$ cat src/rtl/pagerank_pkg.sv
// Shared types and helpers for the PageRank front end: FSM states,
// default sizing and the row popcount used to derive out-degree.
package pagerank_pkg;

    localparam int PR_N     = 16;
    localparam int PR_WIDTH = 16;
    localparam int DEG_W    = $clog2(PR_N + 1);
    localparam int IDX_W    = $clog2(PR_N);

    typedef enum logic [2:0] {
        IDLE,
        DEG,
        DIV,
        WRITE,
        FIN
    } state_t;

    // Row is zero-extended to 64 bits by the caller so one helper serves every N.
    function automatic logic [6:0] popcount(input logic [63:0] row);
        logic [6:0] c;
        c = '0;
        for (int k = 0; k < 64; k++) begin
            c = c + 7'(row[k]);
        end
        return c;
    endfunction

endpackage

$ cat src/rtl/recip_div.sv
// Serial restoring divider computing 2^WIDTH / divisor, one quotient bit per
// cycle MSB first. WIDTH+1 iterations after load; done marks the last one.
module recip_div
    import pagerank_pkg::*;
#(
    parameter int WIDTH = PR_WIDTH,
    parameter int DW    = DEG_W
) (
    input  logic            clk,
    input  logic            reset,
    input  logic            load,
    input  logic [DW-1:0]   divisor,
    output logic [WIDTH:0]  quotient,
    output logic            busy,
    output logic            done
);

    localparam int CW = $clog2(WIDTH + 1);

    logic [DW-1:0] dvs;
    logic [DW:0]   rem;
    logic [CW-1:0] cnt;
    logic [DW:0]   rem_sh;
    logic [DW:0]   rem_nx;
    logic          qbit;

    // One restoring step: bring in the next dividend bit (only the MSB is 1),
    // subtract when it fits. A zero divisor yields all-ones, masked later.
    always_comb begin
        rem_sh = {rem[DW-1:0], (cnt == CW'(WIDTH))};
        qbit   = (rem_sh >= {1'b0, dvs});
        rem_nx = qbit ? (rem_sh - {1'b0, dvs}) : rem_sh;
        done   = busy && (cnt == '0);
    end

    // Iteration state: load primes the divider, then count down WIDTH..0.
    always_ff @(posedge clk or posedge reset) begin
        if (reset) begin
            dvs      <= '0;
            rem      <= '0;
            cnt      <= '0;
            quotient <= '0;
            busy     <= 1'b0;
        end else if (load) begin
            dvs      <= divisor;
            rem      <= '0;
            cnt      <= CW'(WIDTH);
            quotient <= '0;
            busy     <= 1'b1;
        end else if (busy) begin
            rem      <= rem_nx;
            quotient <= {quotient[WIDTH-1:0], qbit};
            if (cnt == '0) begin
                busy <= 1'b0;
            end else begin
                cnt <= cnt - 1'b1;
            end
        end
    end

endmodule

$ cat src/rtl/page_weight_gen.sv
// Out-degree reciprocal generator feeding the PageRank core. Latches the
// adjacency matrix, then walks nodes 0..N-1 through one shared divider,
// writing each node's 1/outdegree weight in Q0.WIDTH.
module page_weight_gen
    import pagerank_pkg::*;
#(
    parameter int N     = PR_N,
    parameter int WIDTH = PR_WIDTH
) (
    input  logic               clk,
    input  logic               reset,
    input  logic               start,
    input  logic [N*N-1:0]     adj,
    output logic [N*WIDTH-1:0] nodeWeight,
    output logic               busy,
    output logic               done,
    output logic               valid
);

    localparam int DW = $clog2(N + 1);
    localparam int IW = $clog2(N);

    state_t          state;
    state_t          state_nx;
    logic [IW-1:0]   idx;
    logic [N*N-1:0]  adj_q;
    logic [63:0]     row;
    logic [DW-1:0]   deg;
    logic            div_load;
    logic            div_busy;
    logic            div_done;
    logic [WIDTH:0]  quot;
    logic [WIDTH-1:0] weight;

    recip_div #(
        .WIDTH (WIDTH),
        .DW    (DW)
    ) u_div (
        .clk      (clk),
        .reset    (reset),
        .load     (div_load),
        .divisor  (deg),
        .quotient (quot),
        .busy     (div_busy),
        .done     (div_done)
    );

    // Out-degree of the current row and its saturated / zero-masked weight.
    // idx and adj_q are stable from DEG through WRITE, so deg stays valid.
    always_comb begin
        row        = '0;
        row[N-1:0] = adj_q[idx*N +: N];
        deg        = DW'(popcount(row));
        if (deg == '0) begin
            weight = '0;
        end else if (quot[WIDTH]) begin
            weight = '1;
        end else begin
            weight = quot[WIDTH-1:0];
        end
    end

    // Next-state logic; the divider is loaded during the single DEG cycle.
    always_comb begin
        state_nx = state;
        div_load = 1'b0;
        case (state)
            IDLE:  if (start) state_nx = DEG;
            DEG: begin
                div_load = 1'b1;
                state_nx = DIV;
            end
            // An idle divider without done cannot occur in normal flow;
            // treating it as finished keeps the FSM from ever stalling.
            DIV:   if (div_done || !div_busy) state_nx = WRITE;
            WRITE: state_nx = (idx == IW'(N - 1)) ? FIN : DEG;
            FIN:   state_nx = IDLE;
            default: state_nx = IDLE;
        endcase
    end

    // State, node index, adjacency latch, weight bus and status flags.
    always_ff @(posedge clk or posedge reset) begin
        if (reset) begin
            state      <= IDLE;
            idx        <= '0;
            adj_q      <= '0;
            nodeWeight <= '0;
            busy       <= 1'b0;
            done       <= 1'b0;
            valid      <= 1'b0;
        end else begin
            state <= state_nx;
            done  <= 1'b0;
            case (state)
                IDLE: begin
                    if (start) begin
                        adj_q <= adj;
                        idx   <= '0;
                        valid <= 1'b0;
                        busy  <= 1'b1;
                    end
                end
                WRITE: begin
                    nodeWeight[idx*WIDTH +: WIDTH] <= weight;
                    if (idx != IW'(N - 1)) begin
                        idx <= idx + 1'b1;
                    end
                end
                FIN: begin
                    done  <= 1'b1;
                    valid <= 1'b1;
                    busy  <= 1'b0;
                end
                default: ;
            endcase
        end
    end

endmodule

$ cat config.mk
export PLATFORM = sky130hd
export DESIGN_NAME = page_weight_gen
export DESIGN_NICKNAME = d
export VERILOG_FILES = /design/src/rtl/pagerank_pkg.sv /design/src/rtl/recip_div.sv /design/src/rtl/page_weight_gen.sv
export SDC_FILE = /design/constraint.sdc
export NUM_CORES = 1
export LEC_CHECK = 0
export CAP_MARGIN = 40
export CORE_MARGIN = 8
export CORE_UTILIZATION = 33
export DETAILED_ROUTE_END_ITERATION = 16
export PLACE_DENSITY = 0.55
export SKIP_LAST_GASP = 1
export SLEW_MARGIN = 0
export SYNTH_ARGS = -nofsm -noshare
export SYNTH_HDL_FRONTEND = slang
export SYNTH_SLANG_ARGS = --single-unit
$ cat constraint.sdc
create_clock -name clk -period 52 [get_ports clk]
set_input_delay 13 -clock clk [delete_from_list [all_inputs] [get_ports clk]]
set_output_delay 13 -clock clk [all_outputs]
set_load 0.01 [all_outputs]
* Word-level counts from Yosys, hierarchy flattened
Index checks and enable logic that the tools add are counted.
** Storage, ports and cells
- Flip-flop bits (word level) :: 555
- Latch bits :: 0
- Bits in writable memories :: 0
- Memory bits (read-only) :: 0
- Input port bits :: 259
- Output and inout bits :: 259
- Memories kept :: 0
** Cells by class
- $add $sub $neg :: 19
- Multiply operators :: 0
- Div/mod/pow operators :: 0
- Order comparisons :: 1
- Equality and inequality tests :: 11
- Shift-type cells :: 3
- Multiplexer cells :: 27
- Bitwise operators :: 0
- Reductions and logical operators :: 14
** Operators by type and width (number)
- $bwmux 256 :: 1
- $shift 16x34->256 const A :: 1
- $shiftx 16x34->256 :: 1
- $shiftx 256x9->16 :: 1
- $add 5x1->5 :: 11
- $mux 17 :: 2
- $neg 8->34 :: 1
- $mux 16 :: 2
- $mux 5 :: 6
- $pmux 3 s4 :: 1
- $logic_not 5->1 :: 2
- $mux 3 :: 3
- $mux 4 :: 2
- $ne 2x2->1 const B :: 4
- $pmux 4 s2 :: 1
- $reduce_and 2->1 :: 4
- $mux 1 :: 7
- $eq 3x2->1 const B :: 2
- $ge 6x5->1 :: 1
- $reduce_bool 2->1 :: 3
- $add 4x1->5 :: 1
- $eq 5x5->1 const B :: 1
- $sub 5x1->5 const B :: 1
- $sub 5x5->5 :: 1
- other kinds (14) :: 15

* Logic depth before layout (Yosys ltp)
Gate-level depths: netlist of the first run.
- Depth after elaboration :: 20
- Depth in mapped cells :: 23

* Hierarchy
A second synthesis of the first run with hierarchy kept.
** Second synthesis, totals
- Cells, all modules :: 2444
- Area, all modules :: 24756.2 um^2
** By module, submodules not included
- page_weight_gen :: times used 1, cells each 2285, area each 23109.7 um^2, sequential area each 13062.5 um^2
- recip_div :: times used 1, cells each 159, area each 1646.6 um^2, sequential area each 825.8 um^2

* Worst setup path after synthesis of the first run
No wires, ideal clock.
- Kind :: input to register
- From :: in start
- To :: reg adj_q[170]
- Data arrival time :: 14.221 ns
- Data required time :: 51.935 ns
- Slack :: 37.713 ns
- Stages :: 5
- Cells stage by stage :: nor4b_1 > clkbuf_1 > clkbuf_1 > nand2_1 > nand2_1
** Between the ends
- Word-level cells in the longest chain between the ends :: 1
** Ends and longest elaborated chain
- from (decl) :: line page_weight_gen.sv:12 : input logic start,
- $reduce_and 2->1 (no line)
- to (signal assigned) :: line page_weight_gen.sv:98 : adj_q <= adj;
- to (decl) :: line page_weight_gen.sv:26 : logic [N*N-1:0] adj_q;
Every way passes these cells.
A chain may end at the register's enable or synchronous reset.

==> results of run 1 <==
## stage by stage
stage          instances  hold WS [ns]  instance area (um^2)
3_5_place_dp        3753         0.457                 30200
6_report            3860         0.464                 32100
5_1_grt             3859         0.487                 32100
2_1_floorplan       2390         0.440                 23700
4_1_cts             3858         0.472                 32100
3_3_place_gp        3728         0.453                 29700
## routing by layer
metal,part of all wire (%),track usage [%]
met5,0,0
met4,2.3,4.54
met3,5.3,4.03
met2,49,32.5
met1,43,24.1
## placed cells by master, fill, tap and decap left out, types with 3 or more instances in the layout
cell	count
a211o_1	3
a211oi_1	4
a21oi_1	35
and3_1	8
buf_16	12
buf_4	21
buf_8	9
bufinv_16	3
clkbuf_1	13
clkbuf_16	59
clkbuf_8	14
clkdlybuf4s50_1	517
clkinv_2	11
dfrtp_1	552
fa_1	11
ha_1	18
inv_1	19
inv_6	3
mux2_2	59
mux2i_1	24
mux4_2	64
nand2_1	1041
nand2b_1	4
nand3_1	12
nand3b_1	6
nor2_1	51
nor3_1	19
o21ai_0	227
o21ai_1	8
o31ai_1	17
or3_1	17
xnor2_1	6
xor2_1	5
## flip-flops by register name, indices dropped and copies added (netlist names)
register	cells
u_div.cnt	5
state	3
u_div.quotient	17
done	1
idx	4
adj_q	256
nodeWeight	256
valid	1
u_div.dvs	5
busy	1
u_div.rem	5
u_div.busy	1
## power by group through the flow
stage          sequential (mW)  clock [mW]  combinational, mW
2_1_floorplan            0.662           0              0.770
3_3_place_gp             0.678           0               1.14
3_5_place_dp             0.685           0               1.20
4_1_cts                  0.678       0.428               1.20
5_1_grt                  0.696       0.445               1.32
6_report                 0.677       0.415               1.18
## worst max-delay path, cell delays in order
cell             delay, ns
clkdlybuf4s50_1       0.51
inv_8                 0.10
buf_16                0.40
buf_4                 0.75
buf_4                 0.36
buf_16                0.29
buf_4                 0.68
## area by class of cell
type                    count  area [um^2]
well taps                 950         1190
clock inverters            19          186
flip-flops and latches    555        13900
inverters                  22         92.6
clock buffers              86         1720
fillers                  6789        39300
diodes                      1         2.50
repair buffers            562         5830
multi-input cells        1665         9170
## kinds of logic (layout without fill, tap and decap cells)
logic type               count (synthesis)  count (layout)  share of synthesized area [%]
AO/OA/AOI/OAI                          308             308                           7.04
XOR/XNOR                                11              11                          0.406
flip-flops                             555             555                           58.6
multiplexers                           147             147                           9.89
buffers and inverters                  170             689                           2.92
adder cells (fa/ha/maj)                 29              29                           1.88
AND/OR/NAND/NOR                       1170            1170                           19.3
other                                    0               1                              0
## path summary, 6_finish.rpt
check,cells past startpoint,endpoint,startpoint
min reg2reg,2,adj_q[105],adj_q[105]
min,2,adj_q[105],adj_q[105]
max,7,nodeWeight[253],reset
min in group asynchronous,3,adj_q[88],reset
max in group clk,6,adj_q[167],start
max reg2reg,19,nodeWeight[137],idx[0]
==> metrics.cfg, run 1 <==
[clock_network]
cts.clk_slew.worst_paths_ns=0.06
cts-resized-gates=0
cts_hold_buf=0
cts.sink_count=555
clock_path_buffers=3
clock_latency_ns=0.62
cts-htree-levels=2
cts_buffers=59
cts-root-buf=clkbuf_16
cts_setup_buffers=0
cts_tree=yes

[timing]
tightest_slew_ns=0.854
relSlewSlack_pct=43.1
fin_worst_skew_ns=0.0287
setup_viol=0
min_period_over_period_pct=30.1
fin_tns_setup_ns=0
setup_slack_ns=36.34
fin_crit_ns=15.66
fmax_mhz=63.8
drv_slew=0
rsz0062_at_grt=false
hold_viol=0

[global_route]
grt_pass1_vias=19637
antenna_found_initial=1
grt_pass1_wl_mm=121
track_usage_pct=18.8
grt_max_degree=126
grt_overflow=0

[floorplan]
die_w_um=284
ios=518
initial_core_util_pct=33.2
die_area_um2=80700
rows=98
die_y_um=284
core_area_um2=71400

[setup_path]
critPathLaunchType=input port
endpoint_kind=asynchronous set/reset pin
crit_required_ns=52.63
crit_arrival_ns=16.29
r2r_setup_slack_ns=44.35
path_class=in -> async
path_max_fanout=125

[power_and_ir_drop]
switchingPower_mw=0.994
pwr-share-clk_pct=18.3
total_power_mw=2.27
max-vdd-ir-drop_mv=0.267
swShare_pct=43.8
power_frac_comb_pct=51.9
powerDensity_nw_per_um2=70.8
power_frac_seq_pct=29.8
internal_power_mw=1.28
power.leakage_nw=14.8

[synthesis]
synth_ff_type=dfrtp_1
async_flop_share_pct=100
syn-cell-area_um2=23700
syn-num-nets=2678
ys_types=52
synth-seq-area-share_pct=58.6
synth.ff_latch_count=555
yosys_warnings=0
synthTopCellsByCount=nand2_1 (1041), dfrtp_1 (555), o21ai_0 (227)
synth_largest_area_cell=dfrtp_1
synth_edf_count=0
netlist.area_leader.share_pct=58.6
synthesis.instances=2390
ys_top_cells_by_area=dfrtp_1 (59%), nand2_1 (16%), mux4_2 (6.1%), o21ai_0 (4.8%), mux2_2 (2.8%)
syn-mean-instance-area_um2=9.92
yosysMostFrequentCell=nand2_1

[placed_design]
dp_slack_ns=35.43
place_congestion=0.789
io_buffers=517
dp_hpwl_mm=58.7

[detailed_routing]
drtIter0Drc=1058
drc=0
wl_mm=77.5
wl_per_cell_um=20.1
postRouteAntennaNets=0
drt_pass1_iterations=5
vias_per_cell=4.81
num_vias=18559

[run_status]
status=finished, final reports clean

[finish]
final_util_pct=45.0
syn_to_final_growth_pct=35.3
drive_above_1_share_pct=9.49
final_nets=3153

[run]
maxCapViolCount=0

[worst_hold_path]
worstHoldPathType=reg -> reg

Note: power is estimated with default switching activity, not from simulation.
==> run 2, diff against run 1 <==
--- a/config.mk
+++ b/config.mk
@@ -9,7 +9,7 @@
 export CORE_MARGIN = 8
 export CORE_UTILIZATION = 33
 export DETAILED_ROUTE_END_ITERATION = 16
-export PLACE_DENSITY = 0.55
+export PLACE_DENSITY = 0.57
 export SKIP_LAST_GASP = 1
 export SLEW_MARGIN = 0
 export SYNTH_ARGS = -nofsm -noshare
==> constraint.sdc (replaced) <==
create_clock -name clk -period 13 [get_ports clk]
set_input_delay 3.25 -clock clk [delete_from_list [all_inputs] [get_ports clk]]
set_output_delay 3.25 -clock clk [all_outputs]
set_load 0.01 [all_outputs]
==> metrics.cfg, run 2 (same netlist as run 1, synthesis figures left out) <==
[timing]
fin_worst_skew_ns=0.0253  ; -0.00336 ns
rsz0062_at_grt=false
min_period_over_period_pct=60.0
fin_crit_ns=7.80
tightest_slew_ns=1.18  ; +0.328 ns
fin_tns_setup_ns=0  ; unchanged
fmax_mhz=128
setup_viol=0  ; unchanged
hold_viol=0  ; unchanged
relSlewSlack_pct=21.2  ; -22 points
drv_slew=0  ; unchanged

[global_route]
grt_pass1_vias=19895  ; +1.3%
grt_pass1_wl_mm=123  ; +1.9%
antenna_found_initial=7  ; +6
track_usage_pct=19.4  ; +0.60 points
grt_overflow=0  ; unchanged
grt_max_degree=259  ; +110%

[detailed_routing]
wl_per_cell_um=20.8  ; +3.6%
postRouteAntennaNets=0  ; unchanged
top_layer_used=met5
dr_wl_met3_mm=4.70  ; +14%
drtIter0Drc=1309  ; +24%
drc=0  ; unchanged
wl_met1_mm=33.5  ; +0.75%
vias_per_cell=4.85  ; +0.92%
drt_pass1_iterations=5  ; unchanged
wl_mm=80.3  ; +3.6%
route.met2.wl_mm=39.9  ; +4.0%
num_vias=18720  ; +0.87%

[setup_path]
path_max_fanout=48  ; -62%
r2r_setup_slack_ns=5.20  ; -39.15 ns
path_class=reg -> reg
endpoint_kind=flip-flop
reg2regPathDepth=18  ; -1
critPathLaunchType=flip-flop
reg2reg_to=nodeWeight[73]
crit_arrival_ns=8.25  ; -8.04 ns
crit_required_ns=13.45  ; -39.18 ns
crit_top_cell=fa_1
cp_slowest_cell=dfrtp_4
slowest_delay_ns=0.70  ; -0.05 ns
crit_chain=buf_12, buf_4, mux4_2, mux2_2, a21oi_1, fa_1, fa_1, fa_1, inv_1, fa_1, ha_1, fa_1, a211o_1, a211oi_1, a21boi_4, buf_4, nor3_1, mux2_2
r2r-start=idx[0]

[clock_network]
cts_buffers=66  ; +12%
clock_path_buffers=3  ; unchanged
cts-resized-gates=0  ; unchanged
cts-htree-levels=3  ; +1
cts_setup_buffers=0  ; unchanged
cts_tree=yes
cts.sink_count=555  ; unchanged
cts-root-buf=clkbuf_16
cts_hold_buf=0  ; unchanged
cts.clk_slew.worst_paths_ns=0.06  ; about the same
clock_latency_ns=0.59  ; -0.03 ns

[floorplan]
ios=518  ; unchanged
rows=98  ; unchanged
die_area_um2=80700  ; unchanged
initial_core_util_pct=33.2  ; unchanged
die_y_um=284  ; unchanged
core_area_um2=71400  ; unchanged
die_w_um=284  ; unchanged

[finish]
layout.cells.most_common=nand2_1
drive_above_1_share_pct=9.40  ; -0.090 points
finalInstanceArea_um2=32300  ; +0.76%
top_regs=adj_q (256), nodeWeight (256), u_div.quotient (17)
final-instance-count-excl-fill=3858  ; -0.052%
syn_to_final_growth_pct=36.3
final_nets=3149  ; -0.13%
final_cell_mix=nand2_1 (1041), dfrtp_1 (552), clkdlybuf4s50_1 (517), o21ai_0 (227), clkbuf_16 (69)

[worst_hold_path]
min_from=adj_q[75]
worstHoldPathType=reg -> reg
hold_depth=2  ; unchanged
hold-path-endpoint=adj_q[75]

[power_and_ir_drop]
max-vdd-ir-drop_mv=0.847  ; +220%
powerDensity_nw_per_um2=295  ; +320%
power.leakage_nw=14.9  ; +0.55%

[placed_design]
io_buffers=517  ; unchanged
dp_hpwl_mm=58.4  ; -0.52%
dp_cells=3743  ; -0.27%
place_congestion=0.831  ; +5.3%
placed_area_um2=30100  ; -0.31%

[run]
maxCapViolCount=0  ; unchanged

[run_status]
status=finished, final reports clean

[run 2: cell count changes in the layout (fill, tap and decap cells not counted), sizes merged]
cell / delta
diode: +2
inv: -2
buf: -11
bufinv: +7
clkinv: -3
clkbuf: +2
clkinvlp: +3
[run 2: worst max path at each step]
stage | start | to | slack, ns | cells after the start
2_1_floorplan | reset | adj_q[0] | 2.20 | 1
3_3_place_gp | idx[0] | nodeWeight[62] | 5.12 | 16
3_5_place_dp | idx[0] | nodeWeight[197] | 5.13 | 18
4_1_cts | idx[0] | nodeWeight[73] | 5.09 | 18
5_1_grt | idx[0] | nodeWeight[133] | 4.79 | 18
6_report | idx[0] | nodeWeight[73] | 5.20 | 18
[run 2: layout make-up]
class | count | area (um^2)
timing repair buffer | 551 | 5710
antenna | 3 | 7.51
tap | 950 | 1190
multi-input combinational | 1665 | 9180
inverter | 22 | 88.8
clock buffer | 88 | 1870
fill | 6677 | 39000
sequential | 555 | 13900
clock inverter | 24 | 395
[run 2: where the power goes]
part / switching [mW] / total, mW / internal (mW)
Sequential: 0.403 / 2.71 / 2.31
Clock: 0.733 / 1.94 / 1.21
Combinational: 3.02 / 4.87 / 1.85
[run 2: critical path: cells and delay by family, from the launching register on]
family                     cells  cell delay (ns)
adders and majority gates      6             2.70
AOI/OAI and AO/OA              4             1.40
buffers and inverters          4             1.39
muxes                          3             1.16
DFF                            1             0.70
and+or+nand+nor                1             0.20
[run 2: routing by layer]
layer  GRT usage, %  up-vias
li1               -     8787
met1           24.1     9263
met2           33.5      545
met3           4.59      119
met4           5.87        6
met5              0        -
[run 2: metrics by stage]
| step | util (%) | hold WS, ns | power (mW) | setup slack (ns) |
|---|---|---|---|---|
| 6_report | 45.3 | 0.466 | 9.52 | 5.20 |
| 4_1_cts | 45.3 | 0.471 | 9.69 | 5.09 |
| 3_3_place_gp | 41.6 | 0.453 | 7.49 | 5.12 |
| 3_5_place_dp | 42.1 | 0.457 | 7.69 | 5.13 |
| 5_1_grt | 45.3 | 0.488 | 10.2 | 4.79 |
| 2_1_floorplan | - | 0.440 | 5.73 | 2.20 |
==> run 3, diff against run 2 <==
--- a/config.mk
+++ b/config.mk
@@ -9,7 +9,7 @@
 export CORE_MARGIN = 8
 export CORE_UTILIZATION = 33
 export DETAILED_ROUTE_END_ITERATION = 16
-export PLACE_DENSITY = 0.57
+export PLACE_DENSITY = 0.55
 export SKIP_LAST_GASP = 1
 export SLEW_MARGIN = 0
 export SYNTH_ARGS = -nofsm -noshare
==> constraint.sdc (replaced) <==
create_clock -name clk -period 8 [get_ports clk]
set_input_delay 2 -clock clk [delete_from_list [all_inputs] [get_ports clk]]
set_output_delay 2 -clock clk [all_outputs]
set_load 0.01 [all_outputs]
==> metrics.cfg, run 3 (same netlist as run 1, synthesis figures left out) <==
[detailed_routing]
postRouteAntennaNets=0  ; unchanged
wl_per_cell_um=21.0  ; +0.74%
num_vias=18734  ; +0.075%
dr_wl_met3_mm=4.59  ; -2.2%
vias_per_cell=4.86  ; about the same
drt_pass1_iterations=5  ; unchanged
route.met2.wl_mm=40.0  ; +0.19%
drtIter0Drc=1174  ; -10%
wl_met1_mm=34.1  ; +1.7%
drc=0  ; unchanged
top_layer_used=met4
wl_mm=80.9  ; +0.74%

[timing]
hold_ws_ns=0.471  ; +0.00486 ns
fin_crit_ns=6.98  ; -0.819 ns
rsz0062_at_grt=false
min_period_over_period_pct=87.2  ; +27 points
drv_slew=0  ; unchanged
tightest_slew_ns=1.23  ; +0.0505 ns
fin_worst_skew_ns=0.0169  ; -0.00845 ns
hold_viol=0  ; unchanged
fmax_mhz=143  ; +12%
setup_viol=0  ; unchanged
relSlewSlack_pct=17.9  ; -3.4 points

[setup_path]
path_class=reg -> reg
endpoint_kind=flip-flop
path_max_fanout=48  ; unchanged
crit_required_ns=8.49  ; -4.96 ns
crit_arrival_ns=7.47  ; -0.78 ns
reg2reg_to=nodeWeight[206]
reg2regPathDepth=17  ; -1
r2r_setup_slack_ns=1.02  ; -4.18 ns
r2r-start=idx[0]
critPathLaunchType=flip-flop

[finish]
fillerInstances=6728  ; +0.76%
top_regs=adj_q (256), nodeWeight (256), u_div.quotient (17)
final_nets=3148  ; -0.032%
syn_to_final_growth_pct=35.4
drive_above_1_share_pct=9.56  ; +0.17 points
final_cell_mix=nand2_1 (1041), dfrtp_1 (552), clkdlybuf4s50_1 (517), o21ai_0 (227), mux4_2 (64)
final-instance-count-excl-fill=3858  ; unchanged
layout.cells.most_common=nand2_1

[clock_network]
cts-htree-levels=2  ; -1
cts_setup_buffers=0  ; unchanged
cts-root-buf=clkbuf_16
cts_buffers=60  ; -9.1%
cts_tree=yes
clock_latency_ns=0.61  ; +0.02 ns
clock_path_buffers=3  ; unchanged
cts_hold_buf=0  ; unchanged
cts.clk_slew.worst_paths_ns=0.06  ; about the same
cts.sink_count=555  ; unchanged
cts-resized-gates=0  ; unchanged

[floorplan]
ios=518  ; unchanged
rows=98  ; unchanged
initial_core_util_pct=33.2  ; unchanged
die_w_um=284  ; unchanged
core_area_um2=71400  ; unchanged
die_y_um=284  ; unchanged
die_area_um2=80700  ; unchanged

[global_route]
grt_overflow=0  ; unchanged
grt_pass1_vias=19780  ; -0.58%
grt_max_degree=261  ; +0.77%
track_usage_pct=19.5  ; +0.089 points
antenna_found_initial=2  ; -5
grt_pass1_wl_mm=124  ; +1.0%

[power_and_ir_drop]
powerDensity_nw_per_um2=452  ; +53%
power.leakage_nw=14.8  ; -0.59%
max-vdd-ir-drop_mv=1.47  ; +73%

[placed_design]
dp_hpwl_mm=60.1  ; +2.9%
dp_cells=3748  ; +0.13%
io_buffers=517  ; unchanged
place_congestion=0.825  ; -0.66%

[run]
maxCapViolCount=0  ; unchanged

[worst_hold_path]
min_from=adj_q[144]
worstHoldPathType=reg -> reg
hold-path-endpoint=adj_q[144]
hold_depth=2  ; unchanged

[run_status]
status=finished, final reports clean

run 3: worst max path at each step:
stage | startpoint | endpoint | slack, ns | cells past startpoint
2_1_floorplan | reset | adj_q[0] | -1.55 | 1
3_3_place_gp | idx[0] | nodeWeight[90] | 0.98 | 16
3_5_place_dp | idx[0] | nodeWeight[140] | 0.95 | 18
4_1_cts | idx[0] | nodeWeight[140] | 0.93 | 18
5_1_grt | idx[0] | nodeWeight[206] | 0.63 | 18
6_report | idx[0] | nodeWeight[206] | 1.02 | 17
run 3: critical path: stages (launching register included):
cell	delay (ns)
dfrtp_4	0.72
buf_4	0.36
mux4_2	0.54
mux2_2	0.29
a21oi_1	0.19
fa_1	0.46
fa_1	0.48
fa_1	0.50
inv_1	0.06
fa_1	0.47
ha_1	0.24
fa_1	0.44
a211o_1	0.29
a211oi_1	0.50
a21boi_4	0.25
buf_4	0.47
nor3_1	0.18
mux2_2	0.31
run 3: where the power goes:
group / switching, mW / internal [mW]
registers: 0.684 / 3.75
clock network: 1.16 / 1.63
logic: 4.43 / 2.86
run 3: final cells by class:
class	count	area, um^2	share of cell area [%]
Timing Repair Buffer	556	5760	18.0
Multi-Input combinational cell	1665	9170	28.6
Antenna cell	1	2.50	0.00779
Clock inverter	27	267	0.830
Clock buffer	82	1730	5.37
Sequential cell	555	13900	43.3
Inverter	22	88.8	0.277
Tap cell	950	1190	3.70
run 3: layer usage:
layer,GRT usage [%],up-vias
li1,-,8792
met1,25.0,9259
met2,33.3,567
met4,5.30,0
met3,4.28,116
met5,0,-
run 3: per-stage QoR:
step	TNS [ns]	cell area, um^2	utilization [%]	power, mW	setup slack, ns
global route	0	32100	45.0	15.5	0.628
CTS	0	32100	45.0	14.7	0.934
global placement	0	29800	41.7	11.6	0.984
detailed placement	0	30100	42.2	11.8	0.948
floorplan	-862.35	23700	-	9.31	-1.55
finish	0	32100	45.0	14.5	1.02
